[config.mk]
export PLATFORM = sky130hd
export DESIGN_NAME = wb_trace_fifo
export DESIGN_NICKNAME = d
export VERILOG_FILES = /design/src/rtl/wb_trace_pkg.sv /design/src/rtl/wb_trace_ram.sv /design/src/rtl/wb_trace_fifo.sv
export SDC_FILE = /design/constraint.sdc
export NUM_CORES = 1
export LEC_CHECK = 0
export CAP_MARGIN = 30
export CORE_ASPECT_RATIO = 0.75
export CORE_MARGIN = 2
export CORE_UTILIZATION = 45
export DETAILED_ROUTE_END_ITERATION = 16
export GPL_TIMING_DRIVEN = 0
export SYNTH_ARGS = -nofsm -noshare
export SYNTH_HDL_FRONTEND = slang
export SYNTH_SLANG_ARGS = --single-unit
[constraint.sdc]
create_clock -name clk -period 20.7 [get_ports clk]
set_input_delay 4.14 -clock clk [delete_from_list [all_inputs] [get_ports clk]]
set_output_delay 4.14 -clock clk [all_outputs]
set_load 0.01 [all_outputs]
[src/rtl/wb_trace_pkg.sv]
// -----------------------------------------------------------------------------
// wb_trace_pkg
// Shared types and helpers for the writeback commit-trace buffer.
//   trace_entry_t  : one captured register-file commit {pc, addr, wdata}
//   TRACE_ENTRY_W  : packed width of trace_entry_t (69 bits)
//   TRACE_TS_W     : width of the optional capture timestamp
//   trace_ptr_w()  : pointer width for a given depth (one extra wrap bit)
// -----------------------------------------------------------------------------
package wb_trace_pkg;

    localparam int TRACE_ENTRY_W = 69;
    localparam int TRACE_TS_W    = 32;

    typedef struct packed {
        logic [31:0] pc;
        logic [4:0]  addr;
        logic [31:0] wdata;
    } trace_entry_t;

    // The extra MSB distinguishes full from empty when the low bits match.
    function automatic int trace_ptr_w(input int depth);
        return $clog2(depth) + 1;
    endfunction

endpackage

[src/rtl/wb_trace_ram.sv]
// -----------------------------------------------------------------------------
// wb_trace_ram
// DEPTH x WIDTH register array: one synchronous write port, one asynchronous
// read port. The asynchronous read gives the FIFO its first-word-fall-through
// head without an extra cycle. Contents are intentionally not reset.
// Ports:
//   clk      : clock
//   wr_en    : write strobe
//   wr_addr  : write index
//   wr_data  : write word
//   rd_addr  : read index
//   rd_data  : word at rd_addr (combinational)
// -----------------------------------------------------------------------------
module wb_trace_ram
    import wb_trace_pkg::*;
#(
    parameter int DEPTH = 16,
    parameter int WIDTH = TRACE_ENTRY_W
) (
    input  logic                     clk,
    input  logic                     wr_en,
    input  logic [$clog2(DEPTH)-1:0] wr_addr,
    input  logic [WIDTH-1:0]         wr_data,
    input  logic [$clog2(DEPTH)-1:0] rd_addr,
    output logic [WIDTH-1:0]         rd_data
);

    logic [WIDTH-1:0] mem_reg [DEPTH];

    always_ff @(posedge clk) begin
        if (wr_en) begin
            mem_reg[wr_addr] <= wr_data;
        end
    end

    assign rd_data = mem_reg[rd_addr];

endmodule

[src/rtl/wb_trace_fifo.sv]
// -----------------------------------------------------------------------------
// wb_trace_fifo
// Commit-trace buffer behind the CPU writeback stage. Every register-file
// commit (optionally excluding x0) is queued and presented on a valid/ready
// port. Commits arriving while the queue is full and not being drained are
// dropped and counted (sticky overflow flag plus saturating drop counter).
//
// Optional feature macro: WB_TRACE_TIMESTAMP_EN
//   When defined, a free-running 32-bit cycle counter is stored with each
//   entry and presented on out_ts.
//
// Ports:
//   clk, rst                      : clock, asynchronous active-high reset
//   in_pc/in_wen/in_addr/in_wdata : writeback debug stream from the core
//   out_valid/out_ready           : head-entry handshake (FWFT)
//   out_pc/out_addr/out_wdata     : head entry, forced to 0 when empty
//   out_ts                        : head timestamp (macro builds only)
//   count                         : occupancy 0..DEPTH
//   overflow, drop_cnt            : drop reporting
//   clr                           : synchronous clear of overflow/drop_cnt
// -----------------------------------------------------------------------------
module wb_trace_fifo
    import wb_trace_pkg::*;
#(
    parameter int DEPTH     = 16,
    parameter int FILTER_R0 = 1,
    parameter int DROP_W    = 16
) (
    input  logic                     clk,
    input  logic                     rst,
    input  logic [31:0]              in_pc,
    input  logic                     in_wen,
    input  logic [4:0]               in_addr,
    input  logic [31:0]              in_wdata,
    output logic                     out_valid,
    input  logic                     out_ready,
    output logic [31:0]              out_pc,
    output logic [4:0]               out_addr,
    output logic [31:0]              out_wdata,
    output logic [$clog2(DEPTH):0]   count,
    output logic                     overflow,
    output logic [DROP_W-1:0]        drop_cnt,
`ifdef WB_TRACE_TIMESTAMP_EN
    output logic [31:0]              out_ts,
`endif
    input  logic                     clr
);

    localparam int AW = $clog2(DEPTH);
    localparam int PW = trace_ptr_w(DEPTH);
`ifdef WB_TRACE_TIMESTAMP_EN
    localparam int ENTRY_W = TRACE_ENTRY_W + TRACE_TS_W;
`else
    localparam int ENTRY_W = TRACE_ENTRY_W;
`endif

    logic [PW-1:0]     wr_ptr_reg, wr_ptr_next;
    logic [PW-1:0]     rd_ptr_reg, rd_ptr_next;
    logic              overflow_reg;
    logic [DROP_W-1:0] drop_cnt_reg;

    logic              empty, full, cap, push, pop, drop;
    trace_entry_t      wr_entry, rd_entry;
    logic [ENTRY_W-1:0] wr_word, rd_word;

    // Status derives only from registered pointers, so nothing on in_*
    // reaches out_valid or count combinationally.
    assign empty = (wr_ptr_reg == rd_ptr_reg);
    assign full  = (wr_ptr_reg[PW-1] != rd_ptr_reg[PW-1]) &&
                   (wr_ptr_reg[AW-1:0] == rd_ptr_reg[AW-1:0]);

    assign cap  = in_wen && !((FILTER_R0 != 0) && (in_addr == 5'd0));
    assign pop  = !empty && out_ready;
    // A pop in the same cycle frees the slot, so a full queue still accepts.
    assign push = cap && (!full || pop);
    assign drop = cap && full && !pop;

    assign wr_ptr_next = wr_ptr_reg + PW'(push);
    assign rd_ptr_next = rd_ptr_reg + PW'(pop);

    always_ff @(posedge clk or posedge rst) begin
        if (rst) begin
            wr_ptr_reg <= '0;
            rd_ptr_reg <= '0;
        end else begin
            wr_ptr_reg <= wr_ptr_next;
            rd_ptr_reg <= rd_ptr_next;
        end
    end

    // clr has priority over a drop in the same cycle.
    always_ff @(posedge clk or posedge rst) begin
        if (rst) begin
            overflow_reg <= 1'b0;
            drop_cnt_reg <= '0;
        end else if (clr) begin
            overflow_reg <= 1'b0;
            drop_cnt_reg <= '0;
        end else if (drop) begin
            overflow_reg <= 1'b1;
            if (drop_cnt_reg != '1) begin
                drop_cnt_reg <= drop_cnt_reg + DROP_W'(1);
            end
        end
    end

    assign wr_entry.pc    = in_pc;
    assign wr_entry.addr  = in_addr;
    assign wr_entry.wdata = in_wdata;

`ifdef WB_TRACE_TIMESTAMP_EN
    logic [31:0] cyc_reg;

    always_ff @(posedge clk or posedge rst) begin
        if (rst) begin
            cyc_reg <= '0;
        end else begin
            cyc_reg <= cyc_reg + 32'd1;
        end
    end

    assign wr_word = {cyc_reg, wr_entry};
    assign out_ts  = out_valid ? rd_word[ENTRY_W-1 -: TRACE_TS_W] : '0;
`else
    assign wr_word = wr_entry;
`endif

    wb_trace_ram #(
        .DEPTH (DEPTH),
        .WIDTH (ENTRY_W)
    ) u_ram (
        .clk     (clk),
        .wr_en   (push),
        .wr_addr (wr_ptr_reg[AW-1:0]),
        .wr_data (wr_word),
        .rd_addr (rd_ptr_reg[AW-1:0]),
        .rd_data (rd_word)
    );

    assign rd_entry = trace_entry_t'(rd_word[TRACE_ENTRY_W-1:0]);

    assign out_valid = !empty;
    assign out_pc    = out_valid ? rd_entry.pc    : '0;
    assign out_addr  = out_valid ? rd_entry.addr  : '0;
    assign out_wdata = out_valid ? rd_entry.wdata : '0;

    // Pointer difference modulo 2*DEPTH is the occupancy.
    assign count    = wr_ptr_reg - rd_ptr_reg;
    assign overflow = overflow_reg;
    assign drop_cnt = drop_cnt_reg;

endmodule

Word-level counts from Yosys, hierarchy flattened

Memory sizes are Yosys's and may differ from the RTL's.
Cells that the tools add are included.

Logic and storage cells: 38
Memories kept: 1
RAM bits: 1104
Register bits: 27
Output and inout port bits: 92
Input port bits: 74

Multiplexer cells: 10
Reductions and logical operators: 15
Equality and inequality tests: 4
$add $sub $neg: 4

Memory list:

| name          | depth | bits a word | rd ports | clocked after memory_dff | write ports | RTL line           | text |
|---|---|---|---|---|---|---|---|
| u_ram.mem_reg | 16    | 69          | 1        | 0                        | 1           | wb_trace_ram.sv:28 | `logic [WIDTH-1:0] mem_reg [DEPTH];` |

Operators with widths:

| operator                                                         | number |
|---|---|
| 32-bit two-way mux                                               | 2 |
| 16-bit two-way mux                                               | 3 |
| 16-bit by 1-bit adder with 16-bit output (second input constant) | 1 |
| 16-bit inequality test (second input constant)                   | 1 |
| 5-bit by 1-bit adder with 5-bit output                           | 2 |
| 1-bit logical AND                                                | 6 |
| 5-bit equality test                                              | 1 |
| 5-bit zero test                                                  | 1 |
| 5-bit two-way mux                                                | 1 |
| 5-bit subtractor                                                 | 1 |
| 4-bit equality test                                              | 1 |
| 1-bit zero test                                                  | 4 |
| 1-bit two-way mux                                                | 4 |
| 2-bit nonzero test                                               | 2 |
| 2-bit AND reduction                                              | 1 |
| 1-bit logical OR                                                 | 1 |
| 1-bit inequality test                                            | 1 |

Depth between registers and ports, before layout

Gate-level depths: netlist of the first run.

Word-level depth: 7
Gate-level depth with buffers: 14
Mapped depth without buffers: 9

Hierarchy

From an unflattened synthesis of the first run, not the netlist that was laid out.

Cells, all modules: 1946
Area, all modules: 43351.6 sq um

By module, submodules not included:

| module        | instances | sequential area each (sq um) | cells each | area an instance (sq um) |
|---|---|---|---|---|
| wb_trace_ram  | 1         | 33151.8                      | 1707       | 41312.1 |
| wb_trace_fifo | 1         | 675.6                        | 239        | 2039.5 |

Worst setup path before layout of the first run

No wires, ideal clock.

Kind: input -> register
Start: input in_addr[3]
End: memory u_ram.mem_reg[0][0] (netlist name) (enable)
Library setup time: 0.581 ns
Path slack: 10.450 ns
Required time: 20.119 ns
Buffers on the path: 1
Cell stages on the path: 6
Data arrival time: 9.669 ns
Cells stage by stage: or4_1 > o21ai_2 > buf_2 > nor2b_1 > nand3_1 > nor3_1

Cells in the longest elaborated chain, start to end: 6

Ends and longest elaborated chain:

| what                                    | RTL line            | text |
|---|---|---|
| start: declaration                      | wb_trace_fifo.sv:33 | `input logic [4:0] in_addr,` |
| 5-bit zero test                         | wb_trace_fifo.sv:72 | `assign cap = in_wen && !((FILTER_R0 != 0) && (in_addr == 5'd0));` |
| 1-bit zero test                         | wb_trace_fifo.sv:72 |  |
| 1-bit logical AND                       | wb_trace_fifo.sv:72 |  |
| 1-bit logical AND                       | wb_trace_fifo.sv:75 | `assign push = cap && (!full \|\| pop);` |
| 1-bit two-way mux                       | wb_trace_ram.sv:31  | `if (wr_en) begin` |
| 1-bit two-way mux (implied by the code) | wb_trace_ram.sv:32  | `mem_reg[wr_addr] <= wr_data;` |
| end: declaration                        | wb_trace_ram.sv:28  |  |

No other way between the ends.

Final worst setup path of the first run

Start: register rd_ptr_reg[1]
End: output out_wdata[25]

Cells in the longest elaborated chain, start to end: 2
Elaborated cells on any way between the ends: 3
Those cells by class: eq/ne: 1; mux: 1; memory: 1

Ends and longest elaborated chain:

| what                                                                  | RTL line             | text |
|---|---|---|
| start: declaration                                                    | wb_trace_fifo.sv:58  | `logic [PW-1:0] rd_ptr_reg, rd_ptr_next;` |
| start signal: assignment                                              | wb_trace_fifo.sv:87  | `rd_ptr_reg <= rd_ptr_next;` |
| memory read 16 x 69 bit / 5-bit equality test (equally long branches) | n/a                  |  |
| 32-bit two-way mux *                                                  | wb_trace_fifo.sv:145 | `assign out_wdata = out_valid ? rd_entry.wdata : '0;` |
| end: declaration                                                      | wb_trace_fifo.sv:39  | `output logic [31:0] out_wdata,` |

Mark *: on every way between the ends. The rest lies on a longest branch, timed or not.

==> qor.csv, run 1 <==
metric;value;unit
postCtsSetupRepairBufs;0;
die_w;363.1;um
endpoint_kind;output port;
dpl_cell_area;48400;um2
finalCritPeriodShare;45.82;%
drv_cap;0;
synth_mux_area_share;17.90;%
worstHoldStart;rd_ptr_reg[3];
htreeDepth;3;
final_nets;2239;
drt_pass1_iterations;5;
startpoint;rd_ptr_reg[1];
synthToLayoutAreaGrowth;19.01;%
grt_pass1_wl;148400;um
ys_seq_area_share;77.74;%
met2_usage;33.44;%
synth_compound_area_share;0.4744;%
fmax;105.4;MHz
synth_cells;1785;
rsz0062_at_grt;false;
cpMaxStageDelayCell;clkbuf_1;
yosys_warnings;0;
async_flop_share;2.387;%
status;finished, final reports clean;
gr-max-usage-layer;met2;
grt_max_degree;23;
portBuffers;164;
synth_area_per_cell;24.38;um2
cts_tree;done;
critPathKind;reg -> out;
crit_family;buffers and inverters;
num_vias;20333;
cellPowerDensity;140.1;nW/um2
ant_nets;0;
synth_area;43510;um2
syn-num-nets;1869;
design_area;51790;um2
root_buffer;clkbuf_16;
finish.utilization;54.22;%
skew;0.02569;ns
via_per_inst;5.813;
coreArea;95520;um2
cts_max_path_buffers;3;
grt_pass1_vias;21074;
crit_buf_inv;7;
finalHoldViolations;0;
pre_cts_ws;11.88;ns
worst_slew_pin_slew;0.9874;ns
cp_max_fo;10;
use_met1;30.94;%
hold_path_class;reg -> reg;
drtIter0Drc;2387;
wl_per_cell;29.65;um
cellLeakagePower;16.32;nW
ys_ff_latch;1131;
gr-total-overflow;0;
largest_reg_flops;1104;
numCtsBuffers;107;
row_count;98;
synthFlopType;edfxtp_1;
hpwl;66490;um
ios;166;
synth_xor_area_share;0.4026;%
routed_wl;103700;um
maxSlewViolCount;0;
cts_hold_buffers;0;
yosys.cell_types.count;36;
globalplace.congestion;0.7629;
max_slew_margin;34.17;%
critPathMaxStageDelay;0.75;ns
holdWs;0.4968;ns
clk_pin_slew_worst_paths;0.06;ns
initial_core_util;45.56;%
cts.sink_count;1131;
crit_top_cell;clkbuf_1;
synth_fa_ha_area_share;0.3048;%
synth_top_family_by_area;multiplexers;
synth-edff-count;1104;
cp.required;16.56;ns
grt_use_total;21.14;%
setup_slack;11.21;ns
r2r_start;rd_ptr_reg[1];
finalCriticalPeriod;9.485;ns
clk-insertion-delay-late;0.68;ns
fp.dieArea;99230;um2
drive_gt1_share;29.46;%
finalSetupTns;0;ns
antenna_found_initial;7;
chipHeight;273.3;um
start_kind;flip-flop;
yosys.area_share.simple;1.932;%
ir_worst_vdd;0.1061;mV
cp_data_arrival_time;5.35;ns
cp_cell_sequence;buf_2 > buf_2 > clkbuf_1 > inv_2 > ha_1 > nand4_1 > nor2b_1 > clkbuf_1 > clkbuf_1 > nor2b_1 > clkdlybuf4s50_1;
grt_use_met3;3.839;%
cts_resized;0;
route.detailed.drc;0;
setup_viol_count_final;0;
-- placed cells by master, fill, tap and decap left out, types with 9 or more instances in the layout --
cell                n
edfxtp_1         1104
mux4_2            345
clkdlybuf4s50_1   164
clkbuf_16         108
nor2b_1            72
clkbuf_1           69
buf_6              44
buf_12             31
clkinv_2           27
dfrtp_1            27
clkinv_1           24
buf_4              21
nor2_1             20
xnor2_1            18
buf_8              18
nand3_1            15
inv_1              13
nor2_4             12
buf_2              10
buf_16             10
ha_1                9
-- cell families (layout without fill, tap and decap cells) --
kind of cell / after synthesis / in the layout
DFF: 1131 / 1131
muxes: 347 / 347
and+or+nand+nor: 151 / 151
buffers and inverters: 107 / 569
xor gates and xnor gates: 20 / 20
AOI/OAI and AO/OA: 19 / 19
adders and majority gates: 10 / 10
other: 0 / 1
-- metal layers --
| layer | vias up | routed length [um] |
|---|---|---|
| met5 | - | 83 |
| met4 | 12 | 2089 |
| met3 | 151 | 7200 |
| met2 | 754 | 49320 |
| met1 | 11017 | 45030 |
| li1 | 8399 | - |
-- synth_stat cells, types with 3 or more instances --
library cell  number  area (um2)
edfxtp_1        1104       33150
mux4_2           345        7770
nor2b_1           72       450.4
clkbuf_1          49       183.9
nor2_1            32       120.1
dfrtp_1           27       675.7
buf_4             20       150.1
xnor2_1           18       157.7
nand3_1           15       75.07
inv_1             13       48.80
buf_2             10       50.05
ha_1               9       112.6
buf_1              7       26.28
buf_6              7       78.83
nor3_1             7       35.03
a2111oi_2          6       90.09
and3_1             6       37.54
nand4_1            5       31.28
a21oi_1            4       20.02
nand2b_1           4       25.02
and4_1             3       26.28
nor4_1             3       18.77
-- path summary, 6_finish.rpt --
check | to | slack [ns] | cells past startpoint
max | out_wdata[25] | 11.21 | 11
min | rd_ptr_reg[3] | 0.50 | 1
max reg2reg | u_ram.mem_reg[3][14] | 15.21 | 15
min reg2reg | rd_ptr_reg[3] | 0.50 | 1
max in group asynchronous | rd_ptr_reg[4] | 16.43 | 3
min in group asynchronous | drop_cnt[9] | 3.79 | 2
-- where the power goes --
group	leakage, nW	internal [mW]	switching (mW)
combinational	4.33	1.30	1.29
clock	1.66	1.06	0.827
sequential	10.3	2.74	0.0451
-- cell type report --
cell class,count,area (um2)
antenna,1,2.502
buffer,93,489.2
clock buffer,131,2819
clock inverter,70,544.3
fill,7096,43730
inverter,14,52.55
multi-input combinational,547,9255
sequential,1131,33830
tap,1250,1564
timing repair buffer,261,3232
-- worst register-to-register path: stages, from the launching register on --
cell      delay, ns
dfrtp_1        0.39
buf_2          0.33
buf_2          0.44
clkbuf_1       0.68
inv_2          0.05
ha_1           0.34
nand4_1        0.13
or3_1          0.13
buf_2          0.26
nor2b_1        0.53
nand3_1        0.44
nor3_2         0.74
buf_6          0.23
buf_6          0.15
buf_6          0.16
buf_6          0.17
-- per-stage QoR --
| stage | power, mW | std cells |
|---|---|---|
| CTS | 7.348 | 3495 |
| floorplan | 4.300 | 1785 |
| global placement | 5.376 | 3199 |
| global route | 7.544 | 3498 |
| finish | 7.255 | 3498 |
| detailed placement | 5.466 | 3294 |
Note: power is estimated with default switching activity, not from simulation.
==> run 2: changes to the inputs <==
Clock period 20.7 ns to 7.8 ns, I/O delays scaled along.
==> results of run 2 <==
The final DEF is identical to that of run 1. Status: finished, final reports clean.
Main changes from that run: setup slack after placement 11.88 ns -> 1.563 ns; setup slack after layout 11.21 ns -> 0.8949 ns; register-to-register setup slack 15.21 ns -> 2.31 ns; total power 7.255 mW -> 19.25 mW; worst IR drop on VDD 0.1061 mV -> 0.2815 mV
